[src/rtl/ps2_pkg.sv]
// Types and constants shared by the PS/2 scan-code receiver.
package ps2_pkg;

  typedef enum logic [1:0] {
    IDLE,
    DATA,
    PARITY,
    STOP
  } ps2_state_t;

  localparam logic [7:0] PS2_EXT = 8'hE0;
  localparam logic [7:0] PS2_BRK = 8'hF0;

  typedef struct packed {
    logic       ext;
    logic       brk;
    logic [7:0] code;
  } ps2_evt_t;

endpackage

[src/rtl/ps2_scan_rx_if.sv]
// Key-event handshake between the PS/2 receiver and its consumer.
interface ps2_scan_rx_if;
  logic [7:0] ev_code;
  logic       ev_ext;
  logic       ev_brk;
  logic       ev_valid;
  logic       ev_ready;

  modport master (output ev_code, ev_ext, ev_brk, ev_valid, input ev_ready);
  modport slave  (input ev_code, ev_ext, ev_brk, ev_valid, output ev_ready);
endinterface

[src/rtl/ps2_evt_fifo.sv]
// First-word-fall-through event FIFO; a push into a full FIFO is dropped
// unless a pop happens in the same cycle.
module ps2_evt_fifo #(
  parameter int DEPTH = 4,
  parameter int WIDTH = 10
) (
  input  logic             clk,
  input  logic             rst_n,
  input  logic             push,
  input  logic [WIDTH-1:0] push_data,
  input  logic             ready,
  output logic [WIDTH-1:0] head,
  output logic             valid,
  output logic             overflow
);
  localparam int AW = $clog2(DEPTH);

  logic [WIDTH-1:0] mem [DEPTH];
  logic [AW:0]      wr_ptr;
  logic [AW:0]      rd_ptr;
  logic             empty;
  logic             full;
  logic             pop;
  logic             wr_en;

  // extra pointer MSB separates full from empty when the indices match
  assign empty = (wr_ptr == rd_ptr);
  assign full  = (wr_ptr[AW] != rd_ptr[AW]) && (wr_ptr[AW-1:0] == rd_ptr[AW-1:0]);
  assign valid = !empty;
  assign pop   = valid && ready;
  assign wr_en = push && (!full || pop);
  assign head  = valid ? mem[rd_ptr[AW-1:0]] : '0;

  always_ff @(posedge clk or negedge rst_n) begin
    if (!rst_n) begin
      wr_ptr   <= '0;
      rd_ptr   <= '0;
      overflow <= 1'b0;
    end else begin
      overflow <= push && full && !pop;
      if (wr_en) wr_ptr <= wr_ptr + (AW+1)'(1);
      if (pop)   rd_ptr <= rd_ptr + (AW+1)'(1);
    end
  end

  always_ff @(posedge clk) begin
    if (wr_en) mem[wr_ptr[AW-1:0]] <= push_data;
  end

endmodule

[src/rtl/ps2_scan_rx.sv]
// PS/2 keyboard receiver: filters the raw lines, deframes bytes and folds
// E0/F0 prefixes into {ext, brk, code} events queued for the consumer.
//
// state  | meaning
// IDLE   | waiting for a start bit (kdata=0 on a kclk fall)
// DATA   | shifting 8 data bits, LSB first
// PARITY | checking odd parity over data + parity bit
// STOP   | sampling stop bit, then byte_done or an error pulse
module ps2_scan_rx
  import ps2_pkg::*;
#(
  parameter int CLK_HZ     = 100_000_000,
  parameter int FILTER_LEN = 8,
  parameter int TIMEOUT_US = 2000,
  parameter int FIFO_DEPTH = 4
) (
  input  logic          clk,
  input  logic          rst_n,
  input  logic          kclk,
  input  logic          kdata,
  ps2_scan_rx_if.master ev,
  output logic          parity_err,
  output logic          frame_err,
  output logic          overflow
);
  localparam longint         TO_CYC  = longint'(TIMEOUT_US) * longint'(CLK_HZ) / 1_000_000;
  localparam int             TW      = $clog2(TO_CYC);
  localparam int             FW      = $clog2(FILTER_LEN);
  localparam logic [TW-1:0]  TO_LAST = TW'(TO_CYC - 1);
  localparam logic [FW-1:0]  F_LAST  = FW'(FILTER_LEN - 1);

  logic [1:0]    sync1;
  logic [1:0]    sync2;
  logic [1:0]    filt;
  logic [FW-1:0] fcnt [2];
  logic          kclk_q;
  logic          fall;
  logic          kd;

  ps2_state_t    state;
  logic [2:0]    bit_cnt;
  logic [7:0]    shreg;
  logic          par_ok;
  logic [TW-1:0] to_cnt;
  logic          byte_done;

  logic          ext_pend;
  logic          brk_pend;
  logic          push;
  ps2_evt_t      push_evt;
  ps2_evt_t      head;

  // bit 0 = kclk, bit 1 = kdata
  always_ff @(posedge clk or negedge rst_n) begin
    if (!rst_n) begin
      sync1   <= 2'b11;
      sync2   <= 2'b11;
      filt    <= 2'b11;
      fcnt[0] <= '0;
      fcnt[1] <= '0;
      kclk_q  <= 1'b1;
    end else begin
      sync1  <= {kdata, kclk};
      sync2  <= sync1;
      kclk_q <= filt[0];
      for (int i = 0; i < 2; i++) begin
        if (sync2[i] == filt[i]) begin
          fcnt[i] <= '0;
        end else if (fcnt[i] == F_LAST) begin
          filt[i] <= sync2[i];
          fcnt[i] <= '0;
        end else begin
          fcnt[i] <= fcnt[i] + FW'(1);
        end
      end
    end
  end

  assign fall = kclk_q && !filt[0];
  assign kd   = filt[1];

  always_ff @(posedge clk or negedge rst_n) begin
    if (!rst_n) begin
      state      <= IDLE;
      bit_cnt    <= '0;
      shreg      <= '0;
      par_ok     <= 1'b0;
      to_cnt     <= '0;
      byte_done  <= 1'b0;
      parity_err <= 1'b0;
      frame_err  <= 1'b0;
    end else begin
      byte_done  <= 1'b0;
      parity_err <= 1'b0;
      frame_err  <= 1'b0;
      to_cnt     <= (state == IDLE || fall) ? '0 : to_cnt + TW'(1);
      if (state != IDLE && !fall && to_cnt == TO_LAST) begin
        state     <= IDLE;
        frame_err <= 1'b1;
        to_cnt    <= '0;
      end else if (fall) begin
        unique case (state)
          IDLE: begin
            if (!kd) begin
              state   <= DATA;
              bit_cnt <= '0;
            end
          end
          DATA: begin
            shreg   <= {kd, shreg[7:1]};
            bit_cnt <= bit_cnt + 3'd1;
            if (bit_cnt == 3'd7) state <= PARITY;
          end
          PARITY: begin
            par_ok <= ^{shreg, kd};
            state  <= STOP;
          end
          STOP: begin
            state <= IDLE;
            if (!kd)          frame_err  <= 1'b1;
            else if (!par_ok) parity_err <= 1'b1;
            else              byte_done  <= 1'b1;
          end
        endcase
      end
    end
  end

  // shreg holds the received byte until the next frame's first data bit
  always_ff @(posedge clk or negedge rst_n) begin
    if (!rst_n) begin
      ext_pend <= 1'b0;
      brk_pend <= 1'b0;
    end else if (parity_err || frame_err) begin
      ext_pend <= 1'b0;
      brk_pend <= 1'b0;
    end else if (byte_done) begin
      if (shreg == PS2_EXT) begin
        ext_pend <= 1'b1;
      end else if (shreg == PS2_BRK) begin
        brk_pend <= 1'b1;
      end else begin
        ext_pend <= 1'b0;
        brk_pend <= 1'b0;
      end
    end
  end

  assign push     = byte_done && (shreg != PS2_EXT) && (shreg != PS2_BRK);
  assign push_evt = {ext_pend, brk_pend, shreg};

  ps2_evt_fifo #(
    .DEPTH (FIFO_DEPTH),
    .WIDTH ($bits(ps2_evt_t))
  ) u_fifo (
    .clk       (clk),
    .rst_n     (rst_n),
    .push      (push),
    .push_data (push_evt),
    .ready     (ev.ev_ready),
    .head      (head),
    .valid     (ev.ev_valid),
    .overflow  (overflow)
  );

  assign ev.ev_code = head.code;
  assign ev.ev_ext  = head.ext;
  assign ev.ev_brk  = head.brk;

endmodule

[src/flat_wrapper.sv]
// flat-port wrapper written by rule: the top's interface ports become plain ports
module ps2_scan_rx_flat import ps2_pkg::*;
#(
  parameter int CLK_HZ     = 100_000_000,
  parameter int FILTER_LEN = 8,
  parameter int TIMEOUT_US = 2000,
  parameter int FIFO_DEPTH = 4
)
  (clk, rst_n, kclk, kdata, parity_err, frame_err, overflow, ev_ev_code, ev_ev_ext, ev_ev_brk, ev_ev_valid, ev_ev_ready);
  ps2_scan_rx_if ev_i ();
  input  logic clk;
  input  logic rst_n;
  input  logic kclk;
  input  logic kdata;
  output logic parity_err;
  output logic frame_err;
  output logic overflow;
  output wire logic [$bits(ev_i.ev_code)-1:0] ev_ev_code;
  output wire logic [$bits(ev_i.ev_ext)-1:0] ev_ev_ext;
  output wire logic [$bits(ev_i.ev_brk)-1:0] ev_ev_brk;
  output wire logic [$bits(ev_i.ev_valid)-1:0] ev_ev_valid;
  input wire logic [$bits(ev_i.ev_ready)-1:0] ev_ev_ready;
  assign ev_ev_code = ev_i.ev_code;
  assign ev_ev_ext = ev_i.ev_ext;
  assign ev_ev_brk = ev_i.ev_brk;
  assign ev_ev_valid = ev_i.ev_valid;
  assign ev_i.ev_ready = ev_ev_ready;
  ps2_scan_rx #(.CLK_HZ(CLK_HZ), .FILTER_LEN(FILTER_LEN), .TIMEOUT_US(TIMEOUT_US), .FIFO_DEPTH(FIFO_DEPTH)) u_core (.clk(clk), .rst_n(rst_n), .kclk(kclk), .kdata(kdata), .ev(ev_i), .parity_err(parity_err), .frame_err(frame_err), .overflow(overflow));
endmodule
[config.mk]
export PLATFORM = sky130hd
export DESIGN_NAME = ps2_scan_rx_flat
export DESIGN_NICKNAME = d
export VERILOG_FILES = /design/src/rtl/ps2_pkg.sv /design/src/rtl/ps2_scan_rx_if.sv /design/src/rtl/ps2_evt_fifo.sv /design/src/rtl/ps2_scan_rx.sv /design/src/flat_wrapper.sv
export SDC_FILE = /design/constraint.sdc
export NUM_CORES = 1
export LEC_CHECK = 0
export ABC_AREA = 1
export CORE_UTILIZATION = 60
export CTS_BUF_LIST = sky130_fd_sc_hd__clkbuf_2
export DETAILED_ROUTE_END_ITERATION = 7
export PLACE_DENSITY = 0.79
export SETUP_SLACK_MARGIN = 0.15
export SYNTH_ARGS = -nofsm -noshare
export SYNTH_HDL_FRONTEND = slang
export SYNTH_SLANG_ARGS = --single-unit
[constraint.sdc]
create_clock -name clk -period 2.3 [get_ports clk]
set_input_delay 0.575 -clock clk [delete_from_list [all_inputs] [get_ports clk]]
set_output_delay 0.575 -clock clk [all_outputs]
set_load 0.02 [all_outputs]
==> results of run 1 <==
## flip-flops by register name (all words and copies together) (netlist names), 2 cells and up
signal,flops
u_core.bit_cnt,3
u_core.fcnt,6
u_core.filt,2
u_core.shreg,8
u_core.state,2
u_core.sync1,2
u_core.sync2,2
u_core.to_cnt,18
u_core.u_fifo.mem,40
u_core.u_fifo.rd_ptr,3
u_core.u_fifo.wr_ptr,3
## stage by stage
step | std cells | util | worst slack, ns | instance area, um2 | power, mW
final | 628 | 0.735 | -0.159 | 5420 | 5.64
after CTS | 621 | 0.699 | -0.185 | 5150 | 5.10
after detailed placement | 599 | 0.678 | -0.00754 | 5000 | 4.35
after global placement | 599 | 0.678 | 0.0376 | 5000 | 4.25
after global routing | 628 | 0.735 | -0.256 | 5420 | 6.04
after floorplan | 478 | - | 0.487 | 4640 | 3.67
## power breakdown
part / internal [mW] / leakage [nW] / total [mW] / switching, mW
logic: 1.10 / 1.23 / 2.57 / 1.47
registers: 2.04 / 1.13 / 2.27 / 0.228
clock network: 0.177 / 0.0668 / 0.805 / 0.628
total: 3.32 / 2.42 / 5.64 / 2.32
## logic make-up (layout without fill, tap and decap cells)
group                      after synthesis  count (layout)  synth area share
AOI/OAI and AO/OA                       41              41            0.0563
xor gates and xnor gates                19              19            0.0358
adders and majority gates               16              16            0.0431
buffers and inverters                   72             123            0.0631
DFF                                     97              97             0.568
muxes                                    1               1           0.00243
and+or+nand+nor                        232             232             0.231
## layout make-up
| type | count | area (um2) |
|---|---|---|
| repair buffers | 45 | 450 |
| multi-input cells | 309 | 1850 |
| clock inverters | 7 | 73.8 |
| inverters | 62 | 238 |
| clock buffers | 9 | 45.0 |
| flip-flops and latches | 97 | 2640 |
| well taps | 99 | 124 |
| fillers | 524 | 1950 |
## metal layers
metal,track usage,share of wire,vias up
met5,0,0,-
met4,0.108,0.021,0
met3,0.0321,0.043,20
met2,0.385,0.51,107
met1,0.293,0.42,1655
li1,-,-,1651
## placed cells by master (no fill, tap or decap), types with 7 or more instances in the layout
cell and count:
buf_4 17, buf_6 17, clkbuf_2 9, dfrtp_1 48, dfstp_2 7, edfxtp_1 40, ha_1 16, inv_1 48
inv_2 11, nand2_1 76, nand2_2 14, nand3_1 25, nor2_1 78, nor3_1 9, o21ai_0 9, o21ai_1 9
o32ai_2 9, xnor2_1 8, xor2_1 10
## critical path, delay by kind of cell (launching register included)
family / cells / cell delay (ns)
AO/OA/AOI/OAI: 1 / 0.14
XOR/XNOR: 1 / 0.16
buffers and inverters: 3 / 0.31
flip-flops: 1 / 0.52
AND/OR/NAND/NOR: 2 / 0.16
## how the worst max path moves through the flow
| stage | from | endpoint | slack, ns | cells past startpoint |
|---|---|---|---|---|
| detailed placement | u_core.u_fifo.rd_ptr[0]$_DFFE_PN0P_ | ev_ev_code[5] | -0.008 | 7 |
| floorplan | u_core.u_fifo.rd_ptr[0]$_DFFE_PN0P_ | ev_ev_brk | 0.49 | 6 |
| global route | u_core.u_fifo.rd_ptr[0]$_DFFE_PN0P_ | ev_ev_code[6] | -0.26 | 7 |
| global placement | u_core.u_fifo.rd_ptr[0]$_DFFE_PN0P_ | ev_ev_brk | 0.04 | 7 |
| CTS | u_core.u_fifo.rd_ptr[0]$_DFFE_PN0P_ | ev_ev_code[5] | -0.19 | 7 |
| finish | u_core.u_fifo.rd_ptr[1]$_DFFE_PN0P_ | ev_ev_code[5] | -0.16 | 7 |
## repair_timing
| item | 4_1_cts | 5_1_grt |
|---|---|---|
| setup buffers | 5 | 5 |
| pin swaps | 2 | 6 |
| resized for setup | 59 | 67 |
| setup endpoints to repair | 14 | 11 |
| endpoints found under the hold margin | 50 | 0 |
| hold buffers | 1 | 0 |
| gates cloned | 0 | 2 |
==> results.json, run 1 <==
{
  "clkTransAtPathRegs_ns": 0.29,
  "drc": 0,
  "fin_tns_setup_ns": -1.67,
  "die_y_um": 90.0,
  "critPathLaunchType": "flip-flop",
  "antenna_found_initial": 0,
  "critPathCaptureType": "output pin",
  "post-synth-top-count-cell": "nand2_1",
  "synth_top_area_cell": "dfrtp_1",
  "cts_root_buffer": "clkbuf_2",
  "hold_class": "flip-flop to flip-flop",
  "critical_path_class": "flip-flop to output pin",
  "fin_crit_sh": 1.07,
  "drive_above_1_share": 0.231,
  "place_congestion": 0.936,
  "worstPathCellList": "xor2_2 > a21oi_2 > nand2_2 > buf_6 > nand2_2 > inv_2 > buf_6",
  "r2r_cells": 6,
  "arrival_ns": 1.88,
  "violations": "negative setup slack",
  "routedWlPerCell_um": 14.2,
  "grt_max_degree": 31,
  "r2r_start": "u_core.state[0]$_DFFE_PN0P_",
  "yosysTopAreaCellShare": 0.270,
  "drt_pass1_iterations": 5,
  "core_area_um2": 7370,
  "cts_buffers": 9,
  "cts_max_path_buffers": 2,
  "finalMaxSlewViolations": 0,
  "status": "finished with violations",
  "start_util": 0.630,
  "globalRouteOverflowTotal": 0,
  "syn-num-nets": 499,
  "yosys_register_bits": 97,
  "worst_slew_pin_slew_ns": 0.387,
  "cp.required_ns": 1.73,
  "via_count": 3433,
  "path_max_fanout": 6,
  "synth_area_um2": 4640,
  "first_iter_violations": 242,
  "synth_flop_cell": "dfrtp_1",
  "vias_per_cell": 5.47,
  "grt_pass1_vias": 3204,
  "whs_ns": 0.349,
  "grt_pass1_wl_um": 14600,
  "ant_nets": 0,
  "final_nets": 545,
  "ios": 19,
  "slowest_stage": "dfrtp_2",
  "n_antenna_cell": 0,
  "max_slew_margin": 0.742,
  "io_buffers": 18,
  "area_growth_pct": 16.7,
  "cts_tree": "built",
  "ys_top_cells_by_area": "dfrtp_1 (27%), edfxtp_1 (26%), nand2_1 (7.0%)",
  "power.density_nw_per_um2": 1040,
  "max_freq_mhz": 407,
  "synth_edf_count": 40,
  "ys_seq_area_frac": 0.568,
  "yosys_warnings": 0,
  "rsz0062_at_grt": "yes",
  "finalWorstSetupSlack_ns": -0.159,
  "synth.distinct_cells": 39,
  "grtUsageTotal": 0.228,
  "setup_viol_count_final": 11,
  "hold_violations": 0,
  "wirelength_um": 8900,
  "slowest_delay_ns": 0.52,
  "dieArea_um2": 8090,
  "yosys-top-cells-count": "nand2_1 (87), nor2_1 (82), inv_1 (57)",
  "cts.sinks": 97,
  "fin_skew_ns": 0.0214,
  "ir_worst_vdd_uv": 509,
  "synthArstFlopShare": 0.588,
  "reg2reg_to": "u_core.to_cnt[17]$_DFF_PN0_",
  "worstHoldEndpoint": "u_core.sync2[0]$_DFF_PN1_",
  "num_rows": 31,
  "hpwlAfterDp_um": 5860,
  "maxCapViolCount": 0,
  "synth_cells": 478,
  "avgSynthCellArea_um2": 9.71,
  "power.leakage_nw": 2.42,
  "hold-path-cell-count": 0,
  "cts_max_level": 3,
  "min_from": "u_core.sync1[0]$_DFF_PN1_",
  "reg2reg_slack_ns": 0.46,
  "die_w_um": 90.0,
  "fin_crit_ns": 2.46,
  "clock_latency_ns": 0.58
}
Power figures use the tool's default switching activity.
==> inputs of run 2 (changes only) <==
CORE_ASPECT_RATIO = 1.4   (was default)
==> run 2 against run 1 <==
  * The run still ends with negative setup slack left
  * Via count fell by 1.7%
  * Cell area rose by 0.25%
  * Sequential power barely moved
  * Critical endpoint is now ev_ev_code[7]
  * Global-route usage rose by 2.0 points
  * Critical path depth rose by 1
  * Worst hold slack improved by 0.015 ns
  * Non-clock buffer count rose by 2
  * Clock power rose by 16%
  * Maximum frequency fell by 1.6%
  * Critical path type unchanged
==> results.json, run 2 (synthesis results as in run 1) <==
{
  "core_area_um2": 7410,
  "routedWlPerCell_um": 14.5,
  "globalRouteOverflowTotal": 0,
  "ant_nets": 0,
  "power_mw": 5.78,
  "grt_pass1_wl_um": 15400,
  "hpwlAfterDp_um": 6330,
  "first_iter_violations": 201,
  "start_util": 0.627,
  "r2r_start": "u_core.state[0]$_DFFE_PN0P_",
  "worst_slew_pin_slew_ns": 0.524,
  "r2r_cells": 10,
  "wirelength_um": 9100,
  "layout_common_cells": "nor2_1 (79), nand2_1 (75), dfrtp_1 (50)",
  "clock_latency_ns": 0.57,
  "violations": "negative setup slack",
  "max_freq_mhz": 400,
  "fin_crit_ns": 2.50,
  "dieArea_um2": 8100,
  "grt_pass1_vias": 3460,
  "drc": 0,
  "fin_crit_sh": 1.09,
  "clkTransAtPathRegs_ns": 0.24,
  "critical_path_class": "flip-flop to output pin",
  "reg2reg_slack_ns": 0.48,
  "largest_register_ff_count": 40,
  "max_slew_margin": 0.651,
  "critPathLaunchType": "flip-flop",
  "reg2reg_to": "u_core.state[1]$_DFFE_PN0P_",
  "die_y_um": 106,
  "cp.required_ns": 1.73,
  "fin_util": 0.733,
  "arrival_ns": 1.92,
  "cts_max_level": 3,
  "area_growth_pct": 17.0,
  "setup_viol_count_final": 11,
  "power.leakage_nw": 2.43,
  "hold_class": "input pin to flip-flop",
  "place_congestion": 0.924,
  "hold-path-cell-count": 1,
  "worstHoldEndpoint": "u_core.sync1[1]$_DFF_PN1_",
  "drive_above_1_share": 0.232,
  "critPathCaptureType": "output pin",
  "final_common_cell": "nor2_1",
  "vias_per_cell": 5.36,
  "cts_max_path_buffers": 2,
  "maxCapViolCount": 0,
  "grtUsageTotal": 0.248,
  "ios": 19,
  "ir_worst_vdd_uv": 684,
  "fin_skew_ns": 0.0200,
  "num_rows": 37,
  "finalMaxSlewViolations": 0,
  "finalWorstSetupSlack_ns": -0.198,
  "nFillCells": 549,
  "final_nets": 547,
  "antenna_found_initial": 1,
  "die_w_um": 76.3,
  "path_max_fanout": 6,
  "cts_root_buffer": "clkbuf_2",
  "min_from": "kdata",
  "cts_tree": "built",
  "drt_pass1_iterations": 4,
  "hold_violations": 0,
  "io_buffers": 18,
  "power.density_nw_per_um2": 1060,
  "cts_buffers": 9,
  "cts.sinks": 97,
  "rsz0062_at_grt": "yes",
  "via_count": 3374,
  "grt_max_degree": 26,
  "status": "finished with violations"
}
==> run 2: metal layers <==
metal,routed length (um),vias up,track usage
met4,260,0,0.135
met5,0,-,0
met3,233,21,0.0524
li1,-,1654,-
met2,4960,67,0.434
met1,3650,1632,0.283
==> run 2: what timing repair did <==
item                                    CTS  global route
gates resized for setup                  71            49
pin swaps                                 4             8
endpoints found under the hold margin    16             0
setup buffers                             8             2
hold buffers                              1             0
endpoints found under the setup margin   14            11
gates cloned                              1             2
==> run 2: worst max-delay path, stage by stage, from the launching register on <==
cell and delay (ns):
dfrtp_1 0.48, inv_2 0.15, nand2_2 0.07, a21oi_2 0.18, nand2_2 0.10, buf_6 0.16, nand2_2 0.07, inv_2 0.04
buf_6 0.12
==> run 2: worst max path at each step <==
| stage | start | to | cells after the start |
|---|---|---|---|
| after global routing | u_core.u_fifo.rd_ptr[0]$_DFFE_PN0P_ | ev_ev_code[7] | 8 |
| after global placement | u_core.u_fifo.rd_ptr[0]$_DFFE_PN0P_ | ev_ev_code[6] | 7 |
| final | u_core.u_fifo.rd_ptr[0]$_DFFE_PN0P_ | ev_ev_code[7] | 8 |
| after floorplan | u_core.u_fifo.rd_ptr[0]$_DFFE_PN0P_ | ev_ev_brk | 6 |
| after CTS | u_core.u_fifo.rd_ptr[0]$_DFFE_PN0P_ | ev_ev_code[4] | 8 |
| after detailed placement | u_core.u_fifo.rd_ptr[0]$_DFFE_PN0P_ | ev_ev_code[7] | 7 |
==> run 2: cell type report <==
class	instances	area [um2]	share of cell area
clock buffer	10	50.0	0.00921
timing repair buffer	47	450	0.0829
sequential	97	2640	0.485
clock inverter	6	88.8	0.0164
inverter	62	233	0.0428
tap	97	121	0.0223
multi-input combinational	309	1850	0.341
antenna	1	2.50	0.000461
==> run 2: stage by stage <==
| stage | setup WS, ns | hold slack [ns] | instances | instance area (um2) | setup TNS [ns] |
|---|---|---|---|---|---|
| final | -0.198 | 0.364 | 629 | 5430 | -1.93 |
| after global routing | -0.326 | 0.322 | 629 | 5430 | -3.34 |
| after global placement | 0.0630 | 0.346 | 598 | 5020 | 0 |
| after floorplan | 0.487 | 0.279 | 478 | 4640 | 0 |
| after detailed placement | -0.0346 | 0.348 | 598 | 5020 | -0.0659 |
| after CTS | -0.208 | 0.328 | 624 | 5270 | -1.98 |
==> run 2: report_power, final <==
group / switching (mW) / total (mW) / internal (mW)
sequential: 0.216 / 2.26 / 2.04
clock: 0.562 / 0.930 / 0.368
combinational: 1.48 / 2.60 / 1.12
total: 2.26 / 5.78 / 3.53
